**config.mk**
```make
export PLATFORM = sky130hd
export DESIGN_NAME = mult_accumulator_flat
export DESIGN_NICKNAME = d
export VERILOG_FILES = /design/src/rtl/mult_accumulator_if.sv /design/src/rtl/mult_accumulator.sv /design/src/flat_wrapper.sv
export SDC_FILE = /design/constraint.sdc
export NUM_CORES = 1
export LEC_CHECK = 0
export ABC_AREA = 1
export CELL_PAD_IN_SITES_DETAIL_PLACEMENT = 0
export CELL_PAD_IN_SITES_GLOBAL_PLACEMENT = 1
export CORE_ASPECT_RATIO = 0.75
export CORE_MARGIN = 10
export CORE_UTILIZATION = 37
export DETAILED_ROUTE_END_ITERATION = 8
export GPL_TIMING_DRIVEN = 0
export HOLD_SLACK_MARGIN = 0.06
export MAX_ROUTING_LAYER = met4
export PLACE_DENSITY = 0.81
export SLEW_MARGIN = 20
export SYNTH_ARGS = -nofsm -noshare
export SYNTH_HDL_FRONTEND = slang
export SYNTH_SLANG_ARGS = --single-unit
```
**constraint.sdc**
```tcl
create_clock -name clk -period 5.3 [get_ports clk]
set_input_delay 1.325 -clock clk [delete_from_list [all_inputs] [get_ports clk]]
set_output_delay 1.325 -clock clk [all_outputs]
set_load 0.03 [all_outputs]
```
**src/rtl/mult_accumulator_if.sv**
```systemverilog
`default_nettype none
// ============================================================================
//  Module   : mult_accumulator_if
//  Brief    : Sample-in / window-result-out bundle for mult_accumulator.
//  Revision : 1.0 - initial release
// ============================================================================
interface mult_accumulator_if #(
    parameter int ACC_W = 32
) ();
    logic              in_valid;
    logic              in_ready;
    logic [1:0]        convtypeD;
    logic [18:0]       mul1;
    logic [8:0]        mul2;
    logic [6:0]        mul3;
    logic [6:0]        mul4;
    logic              out_valid;
    logic              out_ready;
    logic [ACC_W-1:0]  acc1;
    logic [ACC_W-1:0]  acc2;
    logic [ACC_W-1:0]  acc3;
    logic [ACC_W-1:0]  acc4;
    logic [1:0]        out_convtype;
    logic [3:0]        ovf;

    modport master (
        output in_valid, convtypeD, mul1, mul2, mul3, mul4, out_ready,
        input  in_ready, out_valid, acc1, acc2, acc3, acc4, out_convtype, ovf
    );

    modport slave (
        input  in_valid, convtypeD, mul1, mul2, mul3, mul4, out_ready,
        output in_ready, out_valid, acc1, acc2, acc3, acc4, out_convtype, ovf
    );
endinterface
`default_nettype wire

```
**src/rtl/mult_accumulator.sv**
```systemverilog
`default_nettype none
// ============================================================================
//  Module   : mult_accumulator
//  Brief    : Per-lane accumulation of partial products over a KLEN-sample
//             window, result handed off with valid/ready.
//  Revision : 1.0 - initial release
// ============================================================================
module mult_accumulator #(
    parameter int KLEN  = 9,
    parameter int ACC_W = 32,
    parameter bit SAT   = 1'b1
) (
    input  wire logic        clk,
    input  wire logic        rst,
    input  wire logic        clr,
    mult_accumulator_if.slave bus
);

    typedef enum logic [1:0] {
        S_IDLE  = 2'd0,
        S_ACCUM = 2'd1,
        S_DONE  = 2'd2
    } state_t;

    localparam logic [7:0]       c_KLEN_M1 = 8'(KLEN - 1);
    localparam bit               c_KLEN_1  = (KLEN == 1);
    localparam logic [ACC_W-1:0] c_MAX     = {1'b0, {(ACC_W-1){1'b1}}};
    localparam logic [ACC_W-1:0] c_MIN     = {1'b1, {(ACC_W-1){1'b0}}};

    state_t           r_state;
    state_t           w_state_nxt;
    logic [7:0]       r_count;
    logic [1:0]       r_conv;
    logic [ACC_W-1:0] r_acc [4];
    logic [3:0]       r_ovf;

    logic             w_out_valid;
    logic             w_in_ready;
    logic             w_accept;
    logic             w_start;
    logic             w_take;
    logic             w_last;
    logic [1:0]       w_conv;
    logic [3:0]       w_en;
    logic [3:0]       w_lane_of;
    logic [ACC_W-1:0] w_mul_ext [4];
    logic [ACC_W-1:0] w_nxt [4];

    assign w_out_valid = (r_state == S_DONE);
    assign w_in_ready  = !w_out_valid || bus.out_ready;
    assign w_accept    = bus.in_valid && w_in_ready;
    // Any accept outside ACCUM opens a new window (including the drain cycle).
    assign w_start     = w_accept && (r_state != S_ACCUM);
    assign w_take      = w_accept && !(w_start && (bus.convtypeD == 2'b00));
    assign w_conv      = w_start ? bus.convtypeD : r_conv;
    assign w_last      = w_take && (w_start ? c_KLEN_1 : (r_count == c_KLEN_M1));

    assign w_en[0] = (w_conv != 2'b00);
    assign w_en[1] = (w_conv == 2'b01) || (w_conv == 2'b10);
    assign w_en[2] = (w_conv == 2'b01);
    assign w_en[3] = (w_conv == 2'b01);

    assign w_mul_ext[0] = w_en[0] ? ACC_W'($signed(bus.mul1)) : '0;
    assign w_mul_ext[1] = w_en[1] ? ACC_W'($signed(bus.mul2)) : '0;
    assign w_mul_ext[2] = w_en[2] ? ACC_W'($signed(bus.mul3)) : '0;
    assign w_mul_ext[3] = w_en[3] ? ACC_W'($signed(bus.mul4)) : '0;

    generate
        for (genvar gi = 0; gi < 4; gi++) begin : g_lane
            logic [ACC_W:0] w_sum;
            // One guard bit: overflow when the guard disagrees with the MSB.
            assign w_sum = {r_acc[gi][ACC_W-1], r_acc[gi]} +
                           {w_mul_ext[gi][ACC_W-1], w_mul_ext[gi]};
            assign w_lane_of[gi] = w_sum[ACC_W] ^ w_sum[ACC_W-1];
            assign w_nxt[gi] = (w_lane_of[gi] && SAT) ?
                               (w_sum[ACC_W] ? c_MIN : c_MAX) : w_sum[ACC_W-1:0];
        end
    endgenerate

    always_ff @(posedge clk) begin
        if (rst || clr) begin
            r_state <= S_IDLE;
        end else begin
            r_state <= w_state_nxt;
        end
    end

    always_comb begin
        w_state_nxt = r_state;
        case (r_state)
            S_IDLE:  if (w_take) w_state_nxt = w_last ? S_DONE : S_ACCUM;
            S_ACCUM: if (w_take && w_last) w_state_nxt = S_DONE;
            S_DONE: begin
                if (bus.out_ready) begin
                    w_state_nxt = w_take ? (w_last ? S_DONE : S_ACCUM) : S_IDLE;
                end
            end
            default: w_state_nxt = S_IDLE;
        endcase
    end

    always_ff @(posedge clk) begin
        if (rst) begin
            r_count <= '0;
            r_conv  <= 2'b00;
            r_ovf   <= '0;
            for (int i = 0; i < 4; i++) r_acc[i] <= '0;
        end else if (clr) begin
            r_count <= '0;
            r_ovf   <= '0;
            for (int i = 0; i < 4; i++) r_acc[i] <= '0;
        end else if (w_take) begin
            if (w_start) begin
                r_conv <= bus.convtypeD;
                r_ovf  <= '0;
                for (int i = 0; i < 4; i++) r_acc[i] <= w_mul_ext[i];
            end else begin
                r_ovf  <= r_ovf | w_lane_of;
                for (int i = 0; i < 4; i++) r_acc[i] <= w_nxt[i];
            end
            r_count <= w_last ? 8'd0 : (w_start ? 8'd1 : 8'(r_count + 8'd1));
        end
    end

    assign bus.in_ready     = w_in_ready;
    assign bus.out_valid    = w_out_valid;
    assign bus.acc1         = r_acc[0];
    assign bus.acc2         = r_acc[1];
    assign bus.acc3         = r_acc[2];
    assign bus.acc4         = r_acc[3];
    assign bus.out_convtype = r_conv;
    assign bus.ovf          = r_ovf;

endmodule
`default_nettype wire

```
**src/flat_wrapper.sv**
```systemverilog
// flat-port wrapper written by rule: the top's interface ports become plain ports
module mult_accumulator_flat 
#(
    parameter int KLEN  = 9,
    parameter int ACC_W = 32,
    parameter bit SAT   = 1'b1
)
  (clk, rst, clr, bus_in_valid, bus_convtypeD, bus_mul1, bus_mul2, bus_mul3, bus_mul4, bus_out_ready, bus_in_ready, bus_out_valid, bus_acc1, bus_acc2, bus_acc3, bus_acc4, bus_out_convtype, bus_ovf);
  mult_accumulator_if #(.ACC_W(ACC_W)) bus_i ();
  input  wire logic clk;
  input  wire logic rst;
  input  wire logic clr;
  input wire logic [$bits(bus_i.in_valid)-1:0] bus_in_valid;
  input wire logic [$bits(bus_i.convtypeD)-1:0] bus_convtypeD;
  input wire logic [$bits(bus_i.mul1)-1:0] bus_mul1;
  input wire logic [$bits(bus_i.mul2)-1:0] bus_mul2;
  input wire logic [$bits(bus_i.mul3)-1:0] bus_mul3;
  input wire logic [$bits(bus_i.mul4)-1:0] bus_mul4;
  input wire logic [$bits(bus_i.out_ready)-1:0] bus_out_ready;
  output wire logic [$bits(bus_i.in_ready)-1:0] bus_in_ready;
  output wire logic [$bits(bus_i.out_valid)-1:0] bus_out_valid;
  output wire logic [$bits(bus_i.acc1)-1:0] bus_acc1;
  output wire logic [$bits(bus_i.acc2)-1:0] bus_acc2;
  output wire logic [$bits(bus_i.acc3)-1:0] bus_acc3;
  output wire logic [$bits(bus_i.acc4)-1:0] bus_acc4;
  output wire logic [$bits(bus_i.out_convtype)-1:0] bus_out_convtype;
  output wire logic [$bits(bus_i.ovf)-1:0] bus_ovf;
  assign bus_i.in_valid = bus_in_valid;
  assign bus_i.convtypeD = bus_convtypeD;
  assign bus_i.mul1 = bus_mul1;
  assign bus_i.mul2 = bus_mul2;
  assign bus_i.mul3 = bus_mul3;
  assign bus_i.mul4 = bus_mul4;
  assign bus_i.out_ready = bus_out_ready;
  assign bus_in_ready = bus_i.in_ready;
  assign bus_out_valid = bus_i.out_valid;
  assign bus_acc1 = bus_i.acc1;
  assign bus_acc2 = bus_i.acc2;
  assign bus_acc3 = bus_i.acc3;
  assign bus_acc4 = bus_i.acc4;
  assign bus_out_convtype = bus_i.out_convtype;
  assign bus_ovf = bus_i.ovf;
  mult_accumulator #(.KLEN(KLEN), .ACC_W(ACC_W), .SAT(SAT)) u_core (.clk(clk), .rst(rst), .clr(clr), .bus(bus_i));
endmodule
```
* Word-level counts from Yosys, hierarchy flattened
Memory sizes are Yosys's and may differ from the RTL's.
Index checks and enable logic that the tools add are counted.
** Storage, ports and cells
- Memory bits (writable) :: 128
- Register bits after elaboration :: 16
- Memories :: 1
** Memories
- u_core.r_acc :: depth 4, width 32, read ports 4, clocked after Yosys merged registers in 0, wr ports 4, line mult_accumulator.sv:34 : logic [ACC_W-1:0] r_acc [4];
** Operators by class
- Equal/unequal tests :: 9
- $add $sub $neg :: 5
- Mux-type cells :: 50
- Bitwise gates (word level) :: 18
- Reduce and logical (&&, ||, !) cells :: 17
** Operators with widths (count)
- $mux W32 :: 24
- $add A32 B32 Y33 :: 4
- $mux W1 :: 16
- $mux W8 :: 2
- $mux W2 :: 6
- $or A1 B1 Y1 :: 12
- $add A8 B1 Y8 const B :: 1
- $eq A8 B4 Y1 const B :: 1
- $logic_and A1 B1 Y1 :: 6
- $ne A2 B1 Y1 const B :: 3
- $pmux W2 S3 :: 1
- $eq A2 B1 Y1 const B :: 2
- $eq A2 B2 Y1 const B :: 2
- $logic_not A2 Y1 :: 2
- $mux W4 :: 1
- $or A4 B4 Y4 :: 1
- $xor A1 B1 Y1 :: 4
- $logic_or A1 B1 Y1 :: 3
- $reduce_and A3 Y1 :: 1
- $logic_not A1 Y1 :: 2
- $ne A2 B2 Y1 const B :: 1
- $reduce_and A2 Y1 :: 1
- $reduce_bool A2 Y1 :: 1
- $reduce_or A2 Y1 :: 1
- $not A1 Y1 :: 1

* Longest topological paths before layout
- Depth in word-level cells :: 14
- Mapped depth :: 37
- Gate-level depth less buffers :: 32

* Least setup slack after synthesis
No wires, ideal clock.
- Path kind :: input-to-reg
- Start :: in bus_out_ready
- End :: mem u_core.r_acc[2][10] (data pin)
- Arrival :: 5239 ps
- Setup time :: 254 ps
- Path buffers :: 5
- Stages on the path :: 35
- Path slack :: -193 ps
- Path through :: inv_1 nand2_1 nand2_1 nor2_1 inv_2 or2_1 o21ai_0 inv_1 ha_1 buf_6 buf_4 buf_6 clkbuf_1 nand2_1 inv_1 ha_1 inv_1 fa_1 o21ai_0 nand2_1 nand2_1 nand3_1 nand2_1 nand2_1 nand2_2 nand2_1 nand3_1 nand2_2 nand2_4 inv_2 nand2_4 nand2_2 inv_2 buf_6 nand2_2
** RTL lines
- from (decl) :: line flat_wrapper.sv:19 : input wire logic [$bits(bus_i.out_ready)-1:0] bus_out_ready;
- to (decl) :: line mult_accumulator.sv:34

==> qor.csv <==
metric;value;unit
status;completed;
switching share of power;0.389;
largest net degree at the start of global routing;33;
gr usage total;0.221;
placed cell area;17300;µm²
clk_lat worst skew;0.47;ns
Async SR Flop Fraction;0;
EDFF count, synth;128;
total power;4.19;mW
DR vias;15756;
CTS tree;built;
post-synthesis cell area;14900;µm²
Worst Setup End Kind;flip-flop;
number of vias per cell;5.18;
upper clock frequency limit;195;MHz
core area;39600;µm²
Seq pwr share;0.328;
Hold Vio Cnt, Final;0;
Site Rows;63;
Reg clk slew, reported paths;0.07;ns
Yosys warnings;0;
Max transition margin;0.421;
CP startpoint kind;primary input;
share of post-route cells with drive strength above 1;0.121;
initial antenna violation count;0;
hold crit path type;flip-flop to flip-flop;
dpl hpwl;41700;µm
gpl congestion;0.958;
DR iter-0 viols;1347;
Pre-Repair DR Iteration Count;6;
final instance area;18500;µm²
Max-Cap Viols;0;
number of I/O pins;185;
routed length per instance;17.7;µm
critical path's largest stage delay;0.48;ns
Yosys top cell by area;edfxtp_1;
post-synthesis cell type count;56;
clock network power share;0.298;
fin. max-slew vios;0;
Nets;2615;
die area;48600;µm²
Internal Power;2.56;mW
diodes inserted;0;
synthesized net count;2388;
post-route ant nets;0;
clk_skew;0.0131;ns
Critical Path AT;5.33;ns
Post-Synth Simple-Gate Area;0.385;
Most Frequent Cell on Critical Path;nand2_2;
Synth Area in Adders;0.0500;
Root Driver;clkbuf_16;
sequential share of the synthesized area;0.280;
first-pass GRT wire length;83600;µm
combinational power share;0.373;
most common flop cell mapped by yosys;edfxtp_1;
post-synthesis xor/xnor area fraction;0.0611;
min Tclk post-route;5.13;ns
chip height;194;µm
Lkg Pwr;9.03;nW
Initial Utilization;0.375;
Avg Cell Area, Syn;6.51;µm²
final setup vio count;0;
WS Path Type;primary input to flip-flop;
net switching power;1.63;mW
Layout area overhead;24.6;%
Max VDD drop;0.221;mV
PwrDens;227;nW/µm²
largest family of logic cells by synthesized area;simple AND/OR/NAND/NOR gates;
Yosys top cell area share;0.259;
FF+latch count, synth;144;
post-synthesis instance total;2282;
Die X;251;µm
CTS Sinks;144;
CTS buffer count;17;
CTS max path bufs;2;
Worst Path Max Fanout;10;
Worst Tran Pin Value;0.863;ns
number of global-route vias before repair;14878;
GRT overflow;0;
post-synthesis mux area share;0.000674;
period utilization;0.968;
WL final;53700;µm
CP max stage cell;clkbuf_1;
top post-synthesis cells by area;edfxtp_1 26%, nand2_1 21%, inv_1 7.0%;
Filler Cells Inserted;4141;
Clock H-tree levels;4;
IO Port Bufs;183;
drc violations;0;
Worst Path Required;5.50;ns
Synth Area in Compound Gates;0.118;
-- logic make-up (layout without fill, tap and decap cells) --
family	count (synthesis)	count (layout)
buffers and inverters	360	600
DFF	144	144
AOI/OAI and AO/OA	275	275
and+or+nand+nor	1347	1347
xor gates and xnor gates	98	98
muxes	1	1
adders and majority gates	57	57
-- flip-flops by register name (all words and copies together), names as in the netlist --
signal / flops
u_core.bus.out_convtype: 2
u_core.bus.ovf: 4
u_core.r_acc: 128
u_core.r_count: 8
u_core.r_state: 2
-- through the flow --
step           setup TNS, ns  instances  hold slack, ns   util  worst slack [ns]
4_1_cts              -0.0111       3025           0.455  0.458           -0.0111
3_3_place_gp         -151.79       2985           0.444  0.438             -1.46
3_5_place_dp         -151.75       2985           0.444  0.438             -1.48
6_report                   0       3042           0.453  0.468             0.167
2_1_floorplan              0       2282           0.462      -           0.00541
5_1_grt               -0.136       3042           0.473  0.468           -0.0193
-- power groups by stage --
stage | clock [mW] | sequential [mW] | combinational (mW)
detailed placement | 0 | 1.40 | 1.46
global placement | 0 | 1.40 | 1.47
finish | 1.25 | 1.38 | 1.57
global route | 1.32 | 1.38 | 1.72
CTS | 1.28 | 1.38 | 1.51
floorplan | 0 | 1.51 | 0.895
-- routing by layer --
layer / share of wire / wire length (µm) / up-vias / track usage
met5: 0 / 0 / - / -
met4: 0.016 / 850 / 0 / 0.0549
met3: 0.066 / 3550 / 60 / 0.0407
met2: 0.42 / 22600 / 489 / 0.318
met1: 0.50 / 26700 / 7314 / 0.313
li1: - / - / 7893 / -
-- cell usage after synthesis, drive strengths merged, types with 3 or more instances --
library cell / count
nor2: 213
a41oi: 43
nand3b: 3
nor4: 3
o21ai: 65
buf: 48
ha: 53
nand3: 178
a41o: 5
a21o: 3
nand4: 22
or2: 10
dfxtp: 16
a31oi: 15
fa: 4
nand2: 884
o21a: 5
o41ai: 6
a211oi: 3
xor2: 64
nor3: 30
edfxtp: 128
o21bai: 14
clkbuf: 9
a21oi: 109
inv: 301
xnor2: 34
-- cell type report --
type / instances / area, µm² / area share
Sequential cell: 144 / 4160 / 0.225
Timing Repair Buffer: 212 / 2120 / 0.115
Inverter: 303 / 1150 / 0.0620
Clock inverter: 7 / 45.0 / 0.00243
Clock buffer: 25 / 529 / 0.0286
Multi-Input combinational cell: 1778 / 9360 / 0.506
Tap cell: 520 / 651 / 0.0352
Buffer: 53 / 483 / 0.0261
-- cell usage in the layout (no fill, tap or decap), types with 43 or more instances in the layout --
cell,count
xor2_1,59
ha_1,46
nand3_1,175
o21ai_0,48
nor2_1,179
clkdlybuf4s50_1,183
a21oi_1,99
a41oi_1,43
nand2_1,798
inv_1,275
nand2_2,77
edfxtp_1,128
-- worst max-delay path, delay by kind of cell --
family | cells | cell delay (ns)
buf+inv | 10 | 1.83
simple gates | 14 | 1.58
fa+ha+maj | 1 | 0.31
compound gates | 2 | 0.27
-- what timing repair did --
item                       4_1_cts  5_1_grt
setup endpoints to repair      130      126
buffers inserted                10       17
hold endpoints to repair         0        0
cloned                           1        1
pin swaps                        4       10
gates resized for setup         38       67
hold buffers                     0        0
-- path summary, 6_finish.rpt --
kind / startpoint / endpoint / slack, ns / cells past startpoint
max: bus_out_ready / u_core.r_acc[1][25] / 0.17 / 27
min: u_core.bus.ovf[1] / u_core.bus.ovf[1] / 0.45 / 2
max reg2reg: u_core.r_state[1] / u_core.r_acc[2][18] / 0.99 / 34
min reg2reg: u_core.bus.ovf[1] / u_core.bus.ovf[1] / 0.45 / 2
Note: power is estimated with default switching activity, not from simulation.
